[config.mk]
export PLATFORM = sky130hd
export DESIGN_NAME = hazard_ctrl_flat
export DESIGN_NICKNAME = d
export VERILOG_FILES = /design/src/rtl/hazard_ctrl_if.sv /design/src/rtl/hazard_ctrl.sv /design/src/flat_wrapper.sv
export SDC_FILE = /design/constraint.sdc
export NUM_CORES = 1
export LEC_CHECK = 0
export CAP_MARGIN = 20
export CORE_UTILIZATION = 25
export DETAILED_ROUTE_END_ITERATION = 16
export SETUP_SLACK_MARGIN = 0.02
export SLEW_MARGIN = 5
export SYNTH_ARGS = -nofsm -noshare
export SYNTH_HDL_FRONTEND = slang
export SYNTH_SLANG_ARGS = --single-unit
[constraint.sdc]
create_clock -name clk -period 2.8 [get_ports clk]
set_input_delay 0.28 -clock clk [delete_from_list [all_inputs] [get_ports clk]]
set_output_delay 0.28 -clock clk [all_outputs]
set_load 0.005 [all_outputs]
[src/rtl/hazard_ctrl_if.sv]
`default_nettype none
// ============================================================================
// Module   : hazard_ctrl_if
// Brief    : Pipeline-side bundle for the hazard/control unit: ID/EX hazard
//            operands, branch resolution, fetch/memory wait flags, and the
//            per-stage flush_and_stall codes plus PC control.
// Revision : 1.0 - initial release
// ============================================================================
interface hazard_ctrl_if #(
  parameter int ADDR_WIDTH = 32,
  parameter int CNT_WIDTH  = 32
);
  logic [4:0]            id_rs1_addr;
  logic [4:0]            id_rs2_addr;
  logic                  ex_mem_read;
  logic [4:0]            ex_rd_addr;
  logic                  branch_taken;
  logic [ADDR_WIDTH-1:0] branch_target;
  logic                  if_busy;
  logic                  mem_busy;

  logic                  pc_stall;
  logic                  pc_redirect;
  logic [ADDR_WIDTH-1:0] pc_redirect_addr;
  logic [1:0]            ifid_fs;
  logic [1:0]            idex_fs;
  logic [1:0]            exmem_fs;
  logic [1:0]            memwb_fs;
  logic                  discard_active;
  logic [CNT_WIDTH-1:0]  stall_cycles;

  // Pipeline side: supplies hazard inputs, consumes control codes
  modport master (
    output id_rs1_addr, id_rs2_addr, ex_mem_read, ex_rd_addr,
           branch_taken, branch_target, if_busy, mem_busy,
    input  pc_stall, pc_redirect, pc_redirect_addr, ifid_fs, idex_fs,
           exmem_fs, memwb_fs, discard_active, stall_cycles
  );

  // Hazard unit side
  modport slave (
    input  id_rs1_addr, id_rs2_addr, ex_mem_read, ex_rd_addr,
           branch_taken, branch_target, if_busy, mem_busy,
    output pc_stall, pc_redirect, pc_redirect_addr, ifid_fs, idex_fs,
           exmem_fs, memwb_fs, discard_active, stall_cycles
  );
endinterface
`default_nettype wire

[src/rtl/hazard_ctrl.sv]
`default_nettype none
// ============================================================================
// Module   : hazard_ctrl
// Brief    : Hazard and control unit for the 5-stage RISC-V pipeline. Emits
//            flush_and_stall codes (bit0 = hold, bit1 = bubble) per pipeline
//            register, handles load-use, taken-branch redirect and memory
//            wait, parks a redirect while a wrong-path fetch drains, and
//            keeps a saturating stall-cycle counter.
// Revision : 1.0 - initial release
// ============================================================================
module hazard_ctrl #(
  parameter int                    ADDR_WIDTH = 32,
  parameter int                    CNT_WIDTH  = 32,
  parameter logic [ADDR_WIDTH-1:0] PC_ADDR    = 32'h8000_0000
) (
  input  wire logic     clk,
  input  wire logic     reset,
  hazard_ctrl_if.slave  bus
);

  localparam logic [1:0]           c_fs_none  = 2'b00;
  localparam logic [1:0]           c_fs_stall = 2'b01;
  localparam logic [1:0]           c_fs_flush = 2'b10;
  localparam logic [CNT_WIDTH-1:0] c_cnt_one  = {{(CNT_WIDTH-1){1'b0}}, 1'b1};

  typedef enum logic [0:0] {
    ST_RUN     = 1'b0,
    ST_DISCARD = 1'b1
  } state_t;

  state_t                r_state;
  state_t                w_next_state;
  logic [ADDR_WIDTH-1:0] r_tgt_q;
  logic [CNT_WIDTH-1:0]  r_stall_cycles;

  logic                  w_load_use;
  logic                  w_load_tgt;
  logic                  w_pc_stall;
  logic                  w_pc_redirect;
  logic [ADDR_WIDTH-1:0] w_redirect_addr;
  logic [1:0]            w_ifid_fs;
  logic [1:0]            w_idex_fs;
  logic [1:0]            w_exmem_fs;
  logic [1:0]            w_memwb_fs;
  logic                  w_discard;

  // x0 is never a real dependency, so a load targeting it cannot cause a hazard
  assign w_load_use = bus.ex_mem_read && (bus.ex_rd_addr != 5'd0) &&
                      ((bus.ex_rd_addr == bus.id_rs1_addr) ||
                       (bus.ex_rd_addr == bus.id_rs2_addr));

  // State register and parked redirect target
  always_ff @(posedge clk or posedge reset) begin
    if (reset) begin
      r_state <= ST_RUN;
      r_tgt_q <= PC_ADDR;
    end else begin
      r_state <= w_next_state;
      if (w_load_tgt) begin
        r_tgt_q <= bus.branch_target;
      end
    end
  end

  // Saturating count of cycles in which the PC is held
  always_ff @(posedge clk or posedge reset) begin
    if (reset) begin
      r_stall_cycles <= '0;
    end else if (w_pc_stall && (r_stall_cycles != {CNT_WIDTH{1'b1}})) begin
      r_stall_cycles <= r_stall_cycles + c_cnt_one;
    end
  end

  // Priority decode of hazards into PC control and per-stage codes
  always_comb begin
    w_next_state    = r_state;
    w_load_tgt      = 1'b0;
    w_pc_stall      = 1'b0;
    w_pc_redirect   = 1'b0;
    w_redirect_addr = bus.branch_target;
    w_ifid_fs       = c_fs_none;
    w_idex_fs       = c_fs_none;
    w_exmem_fs      = c_fs_none;
    w_memwb_fs      = c_fs_none;
    w_discard       = 1'b0;

    case (r_state)
      ST_RUN: begin
        if (bus.mem_busy) begin
          // Freeze everything upstream of MEM; a pending branch stays in EX
          w_pc_stall = 1'b1;
          w_ifid_fs  = c_fs_stall;
          w_idex_fs  = c_fs_stall;
          w_exmem_fs = c_fs_stall;
          w_memwb_fs = c_fs_flush;
        end else if (bus.branch_taken && !bus.if_busy) begin
          w_pc_redirect = 1'b1;
          w_ifid_fs     = c_fs_flush;
          w_idex_fs     = c_fs_flush;
        end else if (bus.branch_taken) begin
          // Fetch still in flight: park the target and drop the wrong-path word later
          w_pc_stall   = 1'b1;
          w_ifid_fs    = c_fs_flush;
          w_idex_fs    = c_fs_flush;
          w_load_tgt   = 1'b1;
          w_next_state = ST_DISCARD;
        end else if (bus.if_busy) begin
          w_pc_stall = 1'b1;
          w_ifid_fs  = c_fs_flush;
        end else if (w_load_use) begin
          w_pc_stall = 1'b1;
          w_ifid_fs  = c_fs_stall;
          w_idex_fs  = c_fs_flush;
        end
      end

      ST_DISCARD: begin
        // ID only ever sees a bubble here, so load-use cannot apply
        w_discard       = 1'b1;
        w_redirect_addr = r_tgt_q;
        w_ifid_fs       = c_fs_flush;
        if (bus.mem_busy) begin
          w_pc_stall = 1'b1;
          w_idex_fs  = c_fs_stall;
          w_exmem_fs = c_fs_stall;
          w_memwb_fs = c_fs_flush;
        end else if (bus.if_busy) begin
          w_pc_stall = 1'b1;
        end else begin
          w_pc_redirect = 1'b1;
          w_next_state  = ST_RUN;
        end
      end

      default: begin
        w_next_state = ST_RUN;
      end
    endcase
  end

  assign bus.pc_stall         = w_pc_stall;
  assign bus.pc_redirect      = w_pc_redirect;
  assign bus.pc_redirect_addr = w_redirect_addr;
  assign bus.ifid_fs          = w_ifid_fs;
  assign bus.idex_fs          = w_idex_fs;
  assign bus.exmem_fs         = w_exmem_fs;
  assign bus.memwb_fs         = w_memwb_fs;
  assign bus.discard_active   = w_discard;
  assign bus.stall_cycles     = r_stall_cycles;

  // EX holds a bubble while draining, so a taken branch there means upstream misbehaved
  a_no_branch_in_discard: assert property (
    @(posedge clk) disable iff (reset) (r_state == ST_DISCARD) |-> !bus.branch_taken
  );

endmodule
`default_nettype wire

[src/flat_wrapper.sv]
// flat-port wrapper written by rule: the top's interface ports become plain ports
module hazard_ctrl_flat 
#(
  parameter int                    ADDR_WIDTH = 32,
  parameter int                    CNT_WIDTH  = 32,
  parameter logic [ADDR_WIDTH-1:0] PC_ADDR    = 32'h8000_0000
)
  (clk, reset, bus_id_rs1_addr, bus_id_rs2_addr, bus_ex_mem_read, bus_ex_rd_addr, bus_branch_taken, bus_branch_target, bus_if_busy, bus_mem_busy, bus_pc_stall, bus_pc_redirect, bus_pc_redirect_addr, bus_ifid_fs, bus_idex_fs, bus_exmem_fs, bus_memwb_fs, bus_discard_active, bus_stall_cycles);
  hazard_ctrl_if #(.ADDR_WIDTH(ADDR_WIDTH), .CNT_WIDTH(CNT_WIDTH)) bus_i ();
  input  wire logic clk;
  input  wire logic reset;
  input wire logic [$bits(bus_i.id_rs1_addr)-1:0] bus_id_rs1_addr;
  input wire logic [$bits(bus_i.id_rs2_addr)-1:0] bus_id_rs2_addr;
  input wire logic [$bits(bus_i.ex_mem_read)-1:0] bus_ex_mem_read;
  input wire logic [$bits(bus_i.ex_rd_addr)-1:0] bus_ex_rd_addr;
  input wire logic [$bits(bus_i.branch_taken)-1:0] bus_branch_taken;
  input wire logic [$bits(bus_i.branch_target)-1:0] bus_branch_target;
  input wire logic [$bits(bus_i.if_busy)-1:0] bus_if_busy;
  input wire logic [$bits(bus_i.mem_busy)-1:0] bus_mem_busy;
  output wire logic [$bits(bus_i.pc_stall)-1:0] bus_pc_stall;
  output wire logic [$bits(bus_i.pc_redirect)-1:0] bus_pc_redirect;
  output wire logic [$bits(bus_i.pc_redirect_addr)-1:0] bus_pc_redirect_addr;
  output wire logic [$bits(bus_i.ifid_fs)-1:0] bus_ifid_fs;
  output wire logic [$bits(bus_i.idex_fs)-1:0] bus_idex_fs;
  output wire logic [$bits(bus_i.exmem_fs)-1:0] bus_exmem_fs;
  output wire logic [$bits(bus_i.memwb_fs)-1:0] bus_memwb_fs;
  output wire logic [$bits(bus_i.discard_active)-1:0] bus_discard_active;
  output wire logic [$bits(bus_i.stall_cycles)-1:0] bus_stall_cycles;
  assign bus_i.id_rs1_addr = bus_id_rs1_addr;
  assign bus_i.id_rs2_addr = bus_id_rs2_addr;
  assign bus_i.ex_mem_read = bus_ex_mem_read;
  assign bus_i.ex_rd_addr = bus_ex_rd_addr;
  assign bus_i.branch_taken = bus_branch_taken;
  assign bus_i.branch_target = bus_branch_target;
  assign bus_i.if_busy = bus_if_busy;
  assign bus_i.mem_busy = bus_mem_busy;
  assign bus_pc_stall = bus_i.pc_stall;
  assign bus_pc_redirect = bus_i.pc_redirect;
  assign bus_pc_redirect_addr = bus_i.pc_redirect_addr;
  assign bus_ifid_fs = bus_i.ifid_fs;
  assign bus_idex_fs = bus_i.idex_fs;
  assign bus_exmem_fs = bus_i.exmem_fs;
  assign bus_memwb_fs = bus_i.memwb_fs;
  assign bus_discard_active = bus_i.discard_active;
  assign bus_stall_cycles = bus_i.stall_cycles;
  hazard_ctrl #(.ADDR_WIDTH(ADDR_WIDTH), .CNT_WIDTH(CNT_WIDTH), .PC_ADDR(PC_ADDR)) u_core (.clk(clk), .reset(reset), .bus(bus_i));
endmodule
After elaboration in Yosys (flattened, before gate mapping)
Cells that the tools add are included.

storage, ports and cells
  output and inout bits = 75
  input port bits = 53
  word-level logic and storage cells = 49
  register bits = 65

cells by class
  muxes and demuxes = 34
  $add $sub $neg = 1
  bitwise operators = 1
  equality and inequality tests = 3
  reductions and logical operators = 7

operator list
  cell                                            number
  adder 32 x 1 -> 32 bit (second input constant)  1
  two-way mux 32 bit                              1
  inequality test 32 bit (second input constant)  1
  two-way mux 2 bit                               10
  two-way mux 1 bit                               18
  == test 5 bit                                   2
  one-hot mux 2 bit (2 select lines)              2
  one-hot mux 1 bit (2 select lines)              3
  nonzero test 5 bit                              1
  logical AND 1 bit                               4
  logical NOT 1 bit                               1
  logical OR 1 bit                                1
  inverter 1 bit                                  1

Logic depth before layout (Yosys ltp)
  depth after elaboration = 10
  gate-level depth with buffers = 10
  depth with buffers taken out = 7

Worst setup path before layout
OpenSTA, ideal clock, no wires.

  kind = register -> register
  start point = reg u_core.r_stall_cycles[0], in the netlist u_core.bus.stall_cycles[0]
  end point = reg u_core.r_stall_cycles[20], in the netlist u_core.bus.stall_cycles[20]
  period minus slack after synthesis = 2.130 ns
  data required time = 2.720 ns
  cell stages (with the launch flop) = 11
  setup time = 0.080 ns
  path buffers = 3
  arrival time = 2.050 ns
  slack = 0.670 ns
  cells stage by stage = dfrtp_1 ha_1 and3_1 clkbuf_1 nand4_1 or3_1 and2_1 buf_4 buf_6 nand4_1 xnor2_1

between the ends
  cells in the longest elaborated chain, start to end = 2

RTL lines
  element                                                                         RTL line           RTL
  start: declaration                                                              hazard_ctrl.sv:34  logic [CNT_WIDTH-1:0] r_stall_cycles;
  start signal: assignment                                                        hazard_ctrl.sv:70  r_stall_cycles <= r_stall_cycles + c_cnt_one;
  parallel branches: the longest is 2 deep, another holds adder 32 x 1 -> 32 bit  n/a

Parallel ways; which one is timed is not known.
A chain may end at the register's enable or synchronous reset.

Final worst setup path
  start point = in bus_ex_rd_addr[1]
  end point = out bus_pc_stall

between the ends
  cells in the longest elaborated chain, start to end = 9

RTL lines
  element                                                       RTL line                              RTL
  start: declaration                                            flat_wrapper.sv:15                    input wire logic [$bits(bus_i.ex_rd_addr)-1:0] bus_ex_rd_addr;
  == test 5 bit, or another cell as far along                   hazard_ctrl.sv:49                     ((bus.ex_rd_addr == bus.id_rs1_addr) ||
  logical OR 1 bit / logical AND 1 bit (equally long branches)  hazard_ctrl.sv:49, hazard_ctrl.sv:48
  logical AND 1 bit (*)                                         hazard_ctrl.sv:48                     assign w_load_use = bus.ex_mem_read && (bus.ex_rd_addr != 5'd0) &&
  two-way mux 1 bit (*)                                         hazard_ctrl.sv:110                    end else if (w_load_use) begin
  two-way mux 1 bit (*)                                         hazard_ctrl.sv:107                    end else if (bus.if_busy) begin
  two-way mux 1 bit (*)                                         hazard_ctrl.sv:100                    end else if (bus.branch_taken) begin
  two-way mux 1 bit (*)                                         hazard_ctrl.sv:96                     end else if (bus.branch_taken && !bus.if_busy) begin
  two-way mux 1 bit (*)                                         hazard_ctrl.sv:89                     if (bus.mem_busy) begin
  one-hot mux 1 bit (2 select lines) (*)                        hazard_ctrl.sv:87                     case (r_state)
  end: declaration                                              flat_wrapper.sv:20                    output wire logic [$bits(bus_i.pc_stall)-1:0] bus_pc_stall;

Every way passes the cells marked *; elsewhere a longest branch is shown, timed or not.

==> results.toml <==
[yosys]
synth_ff_type = "dfrtp_1"
synth_top_area_share_pct = 47.6
ys_seq_area_share_pct = 48.3
synth_area_per_cell_um2 = 12.0
yosys-top-cells-count = "64 x dfrtp_1, 64 x mux2_2, 24 x xnor2_1"
synth.largest_area_cell = "dfrtp_1"
synth-edff-count = 0
yosysUniqueCellTypes = 33
netlist_instances = 281
synth-async-reset-ratio_pct = 100
synth-seq-cells = 65
netlist_area_mm2 = 0.00337
synth_area_leaders = "dfrtp_1 48%, mux2_2 21%, xnor2_1 6.2%"
yosys_warnings = 0

[route]
firstDrtPassIters = 4
drtIter0Drc = 111
wire_per_inst_um = 14.0
postRouteAntennaNets = 0
drcViolationCount = 0
via_per_inst = 4.48
num_vias = 2639
wirelength_um = 8230

[grt]
grt_start_max_net_pins = 39
grtUsageTotal_pct = 12.6
busiest_layer = "met2"
antenna_found_initial = 0
met3_usage_pct = 4.41
grt_pass1_vias = 2787
use_met1_pct = 14.8
met2_usage_pct = 21.0
grt_pass1_wl_um = 13900
overflow = 0

[place]
dp_hpwl_um = 5850
gp_congestion = 0.859
dp_cells = 573
io_buffers = 125

[min_path]
hold_class = "primary input to asynchronous set/reset pin"

[cts]
cts_tree = "built"
cts-buffers-inserted = 9
clockRootBuffer = "clkbuf_16"
clockBufferDepth = 2
hold_buffers = 0
clk_latency_ns = 0.33
clk_pin_slew_worst_paths_ns = 0.05
clkSinkCount = 65
cts_max_level = 3

[sta]
slew_headroom_pct = 53.4
rsz0062_at_grt = "false"
worst_pin_slew_ns = 0.698
fmax_mhz = 383
hold_ws_ns = 0.382
finalCritPeriodShare_pct = 93.2
min_period_ns = 2.61
fin_skew_ns = 0.00500
final-max-slew-violation-count = 0
setup_violations = 0
hold_violations = 0
setup_tns_ns = 0

[critical_path]
path_max_fanout = 6
worst_path_most_repeated_cell = "clkdlybuf4s50_1"
r2r_start = "u_core.bus.stall_cycles[0]"
cp-end-kind = "primary output"
worst_path_max_delay_cell = "clkdlybuf4s50_1"
cp.required_ns = 2.52
r2r_setup_slack_ns = 0.62
worstSetupStartpointType = "primary input"
crit_arrival_ns = 2.33
crit_chain = "clkdlybuf4s50_1, xor2_1, nor3_2, a22oi_2, o41ai_4, buf_4, clkdlybuf4s50_1"
cpPeakStageDelay_ns = 0.52
timing_worst_setup_path_type = "primary input to primary output"
crit_path_start = "bus_ex_rd_addr[1]"

[pwr]
p_per_area_mw_per_mm2 = 612
p_leak_nw = 2.10
fin_total_pwr_mw = 3.14
ir_drop_v = 0.000287

[finish]
synthToLayoutAreaGrowth_pct = 52.4
diodes = 0
drive_above_1_share_pct = 23.7
final_nets = 464
stdcell_count = 589

[floorplan]
die_h_um = 118
dieArea_mm2 = 0.0139
start_util_pct = 25.5
core_mm2 = 0.0132
rows = 42
io_pins = 128
die_x_um = 118

[job]
cap_violations = 0

[run_status]
status = "complete, no violations"
-- critical path, delay by kind of cell --
kind / cells / cell delay (ns)
buf+inv: 3 / 1.20
xor+xnor: 1 / 0.20
simple gates: 1 / 0.19
compound gates: 2 / 0.45
-- worst paths after layout --
check,end,depth (start not counted)
worst min register to register,u_core.bus.stall_cycles[10],1
worst min-delay path,u_core.r_tgt_q[23],2
max in group asynchronous,u_core.bus.stall_cycles[4],3
worst max register to register,u_core.bus.stall_cycles[13],8
worst max-delay path,bus_pc_stall,7
min in group clk,u_core.bus.stall_cycles[10],1
-- cells by family (layout without fill, tap and decap cells) --
kind of cell,count (synthesis),in the layout,synth area share [%]
simple gates,81,81,13.5
mux,65,65,21.7
flops,65,65,48.3
xor+xnor,40,40,10.6
buf+inv,22,153,3.46
compound gates,6,6,1.93
fa+ha+maj,1,1,0.372
other cells,1,2,0.111
-- metal layers --
metal  vias up  part of all wire (%)
met3        11                   6.2
met2        94                    48
li1       1232                     -
met4         0                   1.6
met1      1302                    44
met5         -                     0
-- per-stage QoR --
stage	utilization [%]	setup WS, ns	cell area [um^2]
3_3_place_gp	36.6	0.0946	4830
5_1_grt	38.9	0.0825	5130
3_5_place_dp	36.6	0.0738	4830
6_report	38.9	0.191	5130
2_1_floorplan	-	0.670	3370
4_1_cts	38.7	0.0648	5110
-- area by class of cell --
type | instances | area, um^2
Multi-Input combinational cell | 195 | 1640
Timing Repair Buffer | 134 | 1340
Inverter | 5 | 18.8
Clock buffer | 10 | 239
Clock inverter | 4 | 45.0
Sequential cell | 65 | 1630
Fill cell | 1277 | 8060
Tap cell | 176 | 220
-- what timing repair did --
action,4_1_cts,5_1_grt
setup buffers,0,2
endpoints found under the setup margin,0,2
gates resized for setup,0,1
-- state kept, by name (all words and copies together) (netlist names) --
name / flops
u_core.bus.stall_cycles: 32
u_core.r_tgt_q: 32
u_core.r_state: 1
-- placed cells by master (no fill, tap or decap), drive strengths merged, types with 2 or more instances in the layout --
master and count:
clkdlybuf4s50 125, mux2 64, dfrtp 64, xnor2 25, nor2 16, xor2 15, nand2 13, nand4 13
and3 11, nand3 10, clkbuf 10, buf 9, nor3 6, inv 5, or3 4, and2 3
and4 3, clkinv 3, conb 2, or4 2
-- report_power, final --
| group | total (mW) | internal, mW | switching [mW] |
|---|---|---|---|
| Sequential | 1.24 | 1.12 | 0.120 |
| Combinational | 0.815 | 0.552 | 0.263 |
| Clock | 1.09 | 0.697 | 0.389 |
| Total | 3.14 | 2.37 | 0.772 |
(Power assumes the default switching activity.)
